**src/rtl/bist_pkg.sv**
```systemverilog
// Shared BIST definitions: controller state encoding and defaults used by the
// controller and by the misr instances that sit beside it.
package bist_pkg;
  localparam int         BIST_WARMUP = 17;
  localparam logic [7:0] BIST_TAPS   = 8'hB8;

  typedef enum logic [2:0] {
    S_IDLE   = 3'd0,
    S_INIT   = 3'd1,
    S_WARMUP = 3'd2,
    S_RUN    = 3'd3,
    S_FLUSH  = 3'd4,
    S_CHECK  = 3'd5,
    S_DONE   = 3'd6
  } bist_state_t;

  function automatic int max3(int a, int b, int c);
    int m;
    m = a;
    if (b > m) m = b;
    if (c > m) m = c;
    return m;
  endfunction
endpackage

```
**src/rtl/bist_lfsr.sv**
```systemverilog
// Fibonacci-style pattern generator: shifts left, feedback is the parity of the tapped bits.
module bist_lfsr #(
  parameter int               WIDTH = 8,
  parameter logic [WIDTH-1:0] TAPS  = 8'hB8,
  parameter logic [WIDTH-1:0] SEED  = 8'h01
) (
  input  logic             clk,
  input  logic             load,
  input  logic             advance,
  output logic [WIDTH-1:0] q
);
  always_ff @(posedge clk) begin
    if (load)         q <= SEED;
    else if (advance) q <= {q[WIDTH-2:0], ^(q & TAPS)};
  end
endmodule

```
**src/rtl/bist_controller.sv**
```systemverilog
// Logic BIST sequencer: drives LFSR patterns into the datapath, frames the misr
// start phase and compression window, and latches the signature compare result.
module bist_controller import bist_pkg::*; #(
  parameter int               WIDTH     = 8,
  parameter int               PATTERNS  = 256,
  parameter int               WARMUP    = BIST_WARMUP,
  parameter int               DUT_LAT   = 2,
  parameter logic [WIDTH-1:0] LFSR_TAPS = BIST_TAPS,
  parameter logic [WIDTH-1:0] LFSR_SEED = 8'h01,
  parameter logic [WIDTH-1:0] GOLDEN    = 8'h00
) (
  input  logic             clk,
  input  logic             rst,
  input  logic             start,
  input  logic             abort,
  input  logic [WIDTH-1:0] misr_signal,
  output logic             misr_rst,
  output logic             misr_en,
  output logic             bist_mode,
  output logic [WIDTH-1:0] pattern_out,
  output logic             pattern_valid,
  output logic             busy,
  output logic             done,
  output logic             pass
);
  localparam int CW = $clog2(max3(WARMUP, PATTERNS, DUT_LAT) + 1);
  localparam int DL = (DUT_LAT > 0) ? DUT_LAT : 1;

  bist_state_t   state, state_nxt;
  logic [CW-1:0] cnt;
  logic [DL-1:0] dly;
  logic          cnt_end, dly_out, pass_q;

  always_comb begin
    cnt_end = 1'b0;
    case (state)
      S_WARMUP: cnt_end = (cnt == CW'(WARMUP - 1));
      S_RUN:    cnt_end = (cnt == CW'(PATTERNS - 1));
      S_FLUSH:  cnt_end = (cnt == CW'(DUT_LAT - 1));
      default:  cnt_end = 1'b0;
    endcase
  end

  always_comb begin
    state_nxt = state;
    case (state)
      S_IDLE:   if (start) state_nxt = S_INIT;
      S_INIT:   state_nxt = S_WARMUP;
      S_WARMUP: if (cnt_end) state_nxt = S_RUN;
      S_RUN:    if (cnt_end) state_nxt = (DUT_LAT == 0) ? S_CHECK : S_FLUSH;
      S_FLUSH:  if (cnt_end) state_nxt = S_CHECK;
      S_CHECK:  state_nxt = S_DONE;
      S_DONE:   if (start) state_nxt = S_INIT;
      default:  state_nxt = S_IDLE;
    endcase
    if (abort) state_nxt = S_IDLE;
  end

  // Abort kills the live outputs in the same cycle, not just on the next edge.
  assign pattern_valid = (state == S_RUN) && !abort;
  assign dly_out       = (DUT_LAT == 0) ? pattern_valid : dly[DL-1];
  assign misr_en       = !abort && ((state == S_WARMUP) || dly_out);
  assign misr_rst      = (state == S_INIT);
  assign bist_mode     = (state != S_IDLE) && !abort;
  assign busy          = (state != S_IDLE) && (state != S_DONE);
  assign done          = (state == S_DONE);
  assign pass          = pass_q;

  always_ff @(posedge clk) begin
    if (rst) begin
      state  <= S_IDLE;
      cnt    <= '0;
      dly    <= '0;
      pass_q <= 1'b0;
    end else begin
      state <= state_nxt;
      // Per-state cycle counter; held at zero outside the timed states so it never wraps.
      if (state_nxt != state || !busy) cnt <= '0;
      else                             cnt <= cnt + 1'b1;
      if (abort) dly <= '0;
      else begin
        for (int i = DL - 1; i > 0; i--) dly[i] <= dly[i-1];
        dly[0] <= pattern_valid;
      end
      if (abort)                      pass_q <= 1'b0;
      else if (state == S_CHECK)      pass_q <= (misr_signal == GOLDEN);
      else if (state_nxt == S_INIT)   pass_q <= 1'b0;
    end
  end

  bist_lfsr #(.WIDTH(WIDTH), .TAPS(LFSR_TAPS), .SEED(LFSR_SEED)) u_lfsr (
    .clk     (clk),
    .load    (rst || (state == S_INIT)),
    .advance (state == S_RUN),
    .q       (pattern_out)
  );
endmodule

```
**config.mk**
```make
export PLATFORM = sky130hd
export DESIGN_NAME = bist_controller
export DESIGN_NICKNAME = d
export VERILOG_FILES = /design/src/rtl/bist_pkg.sv /design/src/rtl/bist_lfsr.sv /design/src/rtl/bist_controller.sv
export SDC_FILE = /design/constraint.sdc
export NUM_CORES = 1
export LEC_CHECK = 0
export CORE_ASPECT_RATIO = 0.8
export CORE_MARGIN = 8
export CORE_UTILIZATION = 40
export CTS_BUF_LIST = sky130_fd_sc_hd__clkbuf_4 sky130_fd_sc_hd__clkbuf_8
export DETAILED_ROUTE_END_ITERATION = 7
export PLACE_DENSITY = 0.65
export SLEW_MARGIN = 20
export SYNTH_ARGS = -nofsm -noshare
export SYNTH_HDL_FRONTEND = slang
export SYNTH_HIERARCHICAL = 1
export SYNTH_SLANG_ARGS = --single-unit
```
**constraint.sdc**
```tcl
create_clock -name clk -period 2.2 [get_ports clk]
set_clock_uncertainty 0.15 [all_clocks]
set_input_delay 0.33 -clock clk [delete_from_list [all_inputs] [get_ports clk]]
set_output_delay 0.33 -clock clk [all_outputs]
set_load 0.05 [all_outputs]
```
==> results of run 1 <==
## cell usage in the layout, fill, tap and decap left out, drive strengths merged, types with 3 or more instances in the layout
cell           Yosys  routed
nand4              3       3
dfxtp             23      23
mux2i              8       8
and2               4       4
o21ai              7       7
nand2b             3       3
nor2              23      23
inv                8       8
clkbuf             4       4
nor4              10      10
nor2b              3       3
xor2               3       3
nand3              3       3
and3               3       3
clkdlybuf4s50      0      20
buf                5      18
nand2              9       9
xnor2              9       9
## final cells by class
class,count,area share (%)
Inverter,8,1.74
Tap cell,40,2.90
Clock buffer,4,2.83
Timing Repair Buffer,38,23.1
Multi-Input combinational cell,112,42.8
Sequential cell,23,26.7
## state kept, by name (all words and copies together), names as in the netlist
signal / count
u_lfsr/q: 8
cnt: 9
state: 3
dly: 2
pass: 1
## logic make-up after synthesis
kind of cell,share of synthesized area [%]
AND/OR/NAND/NOR,29.6
flip-flops,36.4
AO/OA/AOI/OAI,12.4
buffers and inverters,5.94
XOR/XNOR,8.32
multiplexers,6.34
adder cells (fa/ha/maj),0.990
## metal layers
layer  vias to the layer above  GRT usage, %
li1                        601             -
met3                         2          3.67
met1                       512          14.3
met2                        29          19.7
met5                         -             0
met4                         0          2.76
## power by group
group / total [mW] / leakage, nW / switching, mW / internal [mW]
Combinational: 0.0885 / 0.422 / 0.0443 / 0.0442
Clock: 0.267 / 0.0262 / 0.125 / 0.141
Sequential: 0.421 / 0.185 / 0.00404 / 0.417
## path summary, 6_finish.rpt
| path | depth (start not counted) | from | endpoint | slack (ns) |
|---|---|---|---|---|
| min | 1 | dly[0] | dly[1] | 0.29 |
| max reg2reg | 6 | state[2] | cnt[2] | 0.24 |
| max | 5 | state[1] | misr_en | 0.12 |
| min reg2reg | 1 | dly[0] | dly[1] | 0.29 |
## cells in the mapped netlist, types with 2 or more instances
cell	count	area [um^2]
nor2_1	23	86.3
nor4_1	10	62.6
nand4_1	3	18.8
mux2i_1	8	80.1
inv_1	8	30.0
and2_1	4	25.0
a31oi_1	2	12.5
nand2b_1	3	18.8
xor2_1	3	26.3
a21oi_1	2	10.0
clkbuf_1	4	15.0
nand3_1	3	15.0
a22oi_1	2	15.0
xnor2_1	9	78.8
dfxtp_1	23	460
o21ai_0	7	35.0
or2_2	2	12.5
and3_1	3	18.8
buf_2	3	15.0
nor2b_1	3	18.8
nor3_1	2	10.0
nand2_1	9	33.8
## timing repair
| item | in CTS | in global routing |
|---|---|---|
| setup endpoints to repair | 1 | 1 |
| hold buffers | 0 | 0 |
| gates resized for setup | 1 | 1 |
## worst max-delay path, delay by kind of cell (launching register included)
family	cells	cell delay (ns)
buf+inv	1	0.17
simple gates	4	0.66
flops	1	0.51
==> impl_metrics.yaml, run 1 <==
final_layout:
  num-nets-final: 199
  postLayoutCellArea_um2: 1730
  layout-drive-gt1-share_pct: 16.2
  fill_cells: 303
  layout.cells.non_filler: 225
  syn_to_final_growth_pct: 36.5
  multi_input_area_um2: 738
  final_util_pct: 56.3
  register_area_um2: 460
  antenna_cells: 0
synthesis:
  ys.flop_type: "dfxtp_1"
  yosysUniqueCellTypes: 38
  ys_warn_count: 6
  syn_nets: 165
  syn-cell-area_um2: 1260
  synthArstFlopShare_pct: 0
  synthCells: 152
  yosysSeqAreaShare_pct: 36.4
  ys_ff_latch: 23
  syn_area_per_cell_um2: 8.31
  synth_edf_count: 0
placed_design:
  numPortBuffers: 26
  gp_congestion: 0.925
  pre_cts_slack_ns: 0.149
  placedCellCount: 221
  dpl_cell_area_um2: 1670
  dpl.hpwl_mm: 2.43
sta:
  post-route-min-period_ns: 2.08
  setup_viol_count_final: 0
  worst_pin_slew_ns: 0.503
  hold-worst-slack_ns: 0.286
  max_freq_ghz: 0.482
  final-hold-violation-count: 0
  min_period_over_period_pct: 94.4
  fin_setup_tns_ns: 0
  finalWorstSetupSlack_ns: 0.124
  slew_headroom_pct: 66.3
  maxSlewViolCount: 0
floorplan:
  design.die.area_um2: 5230
  die_h_um: 66.3
  start_util_pct: 41.3
  die_x_um: 78.8
  core-area_um2: 3060
  ioPinCount: 27
  fp-row-count: 18
route:
  via_per_inst: 5.08
  drt_iter0_drc: 45
  met3_length_um: 223
  wire_per_inst_um: 13.4
  vias: 1144
  wl_met2_mm: 1.42
  drt-pass1-iter-count: 4
  drt_wl_total_mm: 3.01
  top_layer: "met4"
  met1_length_mm: 1.35
  drc: 0
  antenna_left: 0
clocking:
  numCtsBuffers: 3
  cts_setup_buffers: 0
  numClockSinks: 23
  cts_tree: "built"
  cts_root_buf: "clkbuf_8"
  clk_latency_ns: 0.26
  cts.path.max_buffers: 2
  path_clk_slew_ns: 0.08
  h-tree-depth: 1
pwr:
  power_uw: 777
  p_leak_nw: 0.634
  p_per_area_nw_per_um2: 450
  ir_drop_v: 0.000271
grt:
  track_usage_pct: 11.7
  grt_remaining_overflow: 0
  grt_pass1_vias: 1081
  grt_max_degree: 13
  antenna_found_initial: 0
  grt_pass1_wl_mm: 4.99
run_status:
  status: "finished clean"
job:
  cap_viol_max_count: 0
setup_path:
  critPathMaxFanout: 7
  cp_cell_sequence: "nor2b_4 > and2_1 > nor2_1 > nor2_1 > buf_12"
  worstPathRequired_ns: 1.72
  worst_ep_arrival_time_ns: 1.60
  critPathMaxStageDelay_ns: 0.51
  critical_path_class: "reg -> out"
  slowest_stage: "dfxtp_1"
  crit_top_cell: "nor2_1"
  end_kind: "output port"
  cp-start-kind: "flip-flop"
min_path:
  holdCritPathClass: "reg -> reg"
No activity file was read; power rests on OpenSTA's default activity.
==> inputs of run 2 (changes only) <==
--- a/config.mk
+++ b/config.mk
@@ -6,7 +6,7 @@
 export NUM_CORES = 1
 export LEC_CHECK = 0
 export CORE_ASPECT_RATIO = 0.8
-export CORE_MARGIN = 8
+export CORE_MARGIN = 5
 export CORE_UTILIZATION = 40
 export CTS_BUF_LIST = sky130_fd_sc_hd__clkbuf_4 sky130_fd_sc_hd__clkbuf_8
 export DETAILED_ROUTE_END_ITERATION = 7
==> run 2 against run 1 <==
Against the previous run:
- die area down 16%
- flip-flop and latch count unchanged
- non-clock buffer count unchanged
- critical path depth is 1 higher
- total power fell by 0.24%
- via count rose by 3.1%
- first-iteration DRC count increased by 120%
- final cell count stayed put
- sequential power about the same
- design area fell by 0.22%
- hold slack improved by 0.015 ns
- critical path type unchanged
- highest routed layer unchanged
==> impl_metrics.yaml, run 2 (synthesis gave the netlist of run 1 again) <==
grt:
  use_met2_pct: 25.2
  grt_pass1_vias: 1148
  antenna_found_initial: 0
  grt_max_degree: 13
  track_usage_pct: 14.8
  grt_remaining_overflow: 0
  grt_util_met3_pct: 4.71
  grt_pass1_wl_mm: 5.03
  grt_util_met1_pct: 17.3
  top_usage_layer: "met2"
placed_design:
  numPortBuffers: 26
  placedCellCount: 221
  dpl.hpwl_mm: 2.37
  pre_cts_slack_ns: 0.127
  gp_congestion: 0.868
sta:
  finalWorstSetupSlack_ns: 0.111
  worst_pin_slew_ns: 0.494
  max_freq_ghz: 0.479
  maxSlewViolCount: 0
  setup_viol_count_final: 0
  post-route-min-period_ns: 2.09
  rsz0062_at_grt: "no"
  slew_headroom_pct: 66.9
  min_period_over_period_pct: 95.0
  fin_setup_tns_ns: 0
  final-hold-violation-count: 0
clocking:
  hold_buffers: 0
  cts_root_buf: "clkbuf_8"
  clk_latency_ns: 0.26
  path_clk_slew_ns: 0.07
  numClockSinks: 23
  cts_tree: "built"
  h-tree-depth: 1
  cts.path.max_buffers: 2
  numCtsBuffers: 3
setup_path:
  slowest_stage: "dfxtp_1"
  end_kind: "output port"
  worstPathRequired_ns: 1.72
  cp.buffers_inverters: 2
  worst_ep_arrival_time_ns: 1.61
  cp-start-kind: "flip-flop"
  crit_top_cell: "nor2_1"
  critPathMaxStageDelay_ns: 0.36
  cp_cell_sequence: "buf_4 > nor2b_2 > and2_1 > nor2_1 > nor2_1 > buf_12"
  critPathMaxFanout: 5
  critical_path_class: "reg -> out"
  cp_top_family: "simple AND/OR/NAND/NOR gates"
route:
  drt_iter0_drc: 99
  drt-pass1-iter-count: 4
  drt_wl_total_mm: 3.05
  wire_per_inst_um: 13.5
  via_per_inst: 5.24
  drc: 0
  antenna_left: 0
  vias: 1179
floorplan:
  design.die.area_um2: 4390
  ioPinCount: 27
  core-area_um2: 3060
  fp-row-count: 18
  start_util_pct: 41.3
  die_x_um: 72.8
  die_h_um: 60.3
final_layout:
  largest_reg_flops: 9
  layout-drive-gt1-share_pct: 16.8
  antenna_cells: 0
  num-nets-final: 199
  layout.cells.non_filler: 225
  largest_register: "cnt"
  reg_top3: "cnt: 9 flops, u_lfsr/q: 8 flops, state: 3 flops"
  syn_to_final_growth_pct: 36.2
  final_cell_mix: "22 x nor2_1, 22 x dfxtp_1, 20 x clkdlybuf4s50_1"
pwr:
  p_per_area_nw_per_um2: 450
  ir_drop_v: 0.000366
  p_leak_nw: 0.634
job:
  cap_viol_max_count: 0
min_path:
  holdCritPathClass: "reg -> reg"
run_status:
  status: "finished clean"
[run 2: repair_timing]
item                                    CTS  global route
setup buffers                             0             0
gates resized for setup                   1             1
cloned                                    0             0
endpoints found under the setup margin    1             2
[run 2: area by class of cell]
class | instances | area, um^2
multi-input cells | 112 | 733
fillers | 289 | 1340
repair buffers | 38 | 398
clock buffers | 4 | 48.8
well taps | 40 | 50.0
inverters | 8 | 30.0
flip-flops and latches | 23 | 462
[run 2: metal layers]
| metal | share of wire (%) | vias up |
|---|---|---|
| met5 | 0 | - |
| met4 | 1.8 | 0 |
| met3 | 7.8 | 7 |
| met2 | 47 | 39 |
| met1 | 43 | 540 |
| li1 | - | 593 |
[run 2: report_power, final]
group          leakage, nW  internal (mW)  switching (mW)
sequential           0.186          0.418         0.00394
clock               0.0262          0.141           0.122
combinational        0.421         0.0440          0.0456
total                0.634          0.603           0.172
[run 2: worst paths after layout]
kind	from	to	slack [ns]	depth (start not counted)
worst max-delay path	state[2]	misr_en	0.11	6
worst min-delay path	dly[0]	dly[1]	0.30	1
worst max register to register	state[2]	cnt[0]	0.22	6
worst min register to register	dly[0]	dly[1]	0.30	1
[run 2: per-stage QoR]
step                power, mW  area [um^2]  utilization (%)  hold WS (ns)
finish                  0.775         1720             56.2         0.301
global route            0.803         1720             56.2         0.328
CTS                     0.785         1720             56.2         0.303
detailed placement      0.520         1670             54.5         0.283
global placement        0.519         1670             54.5         0.262
floorplan               0.474         1270                -         0.256
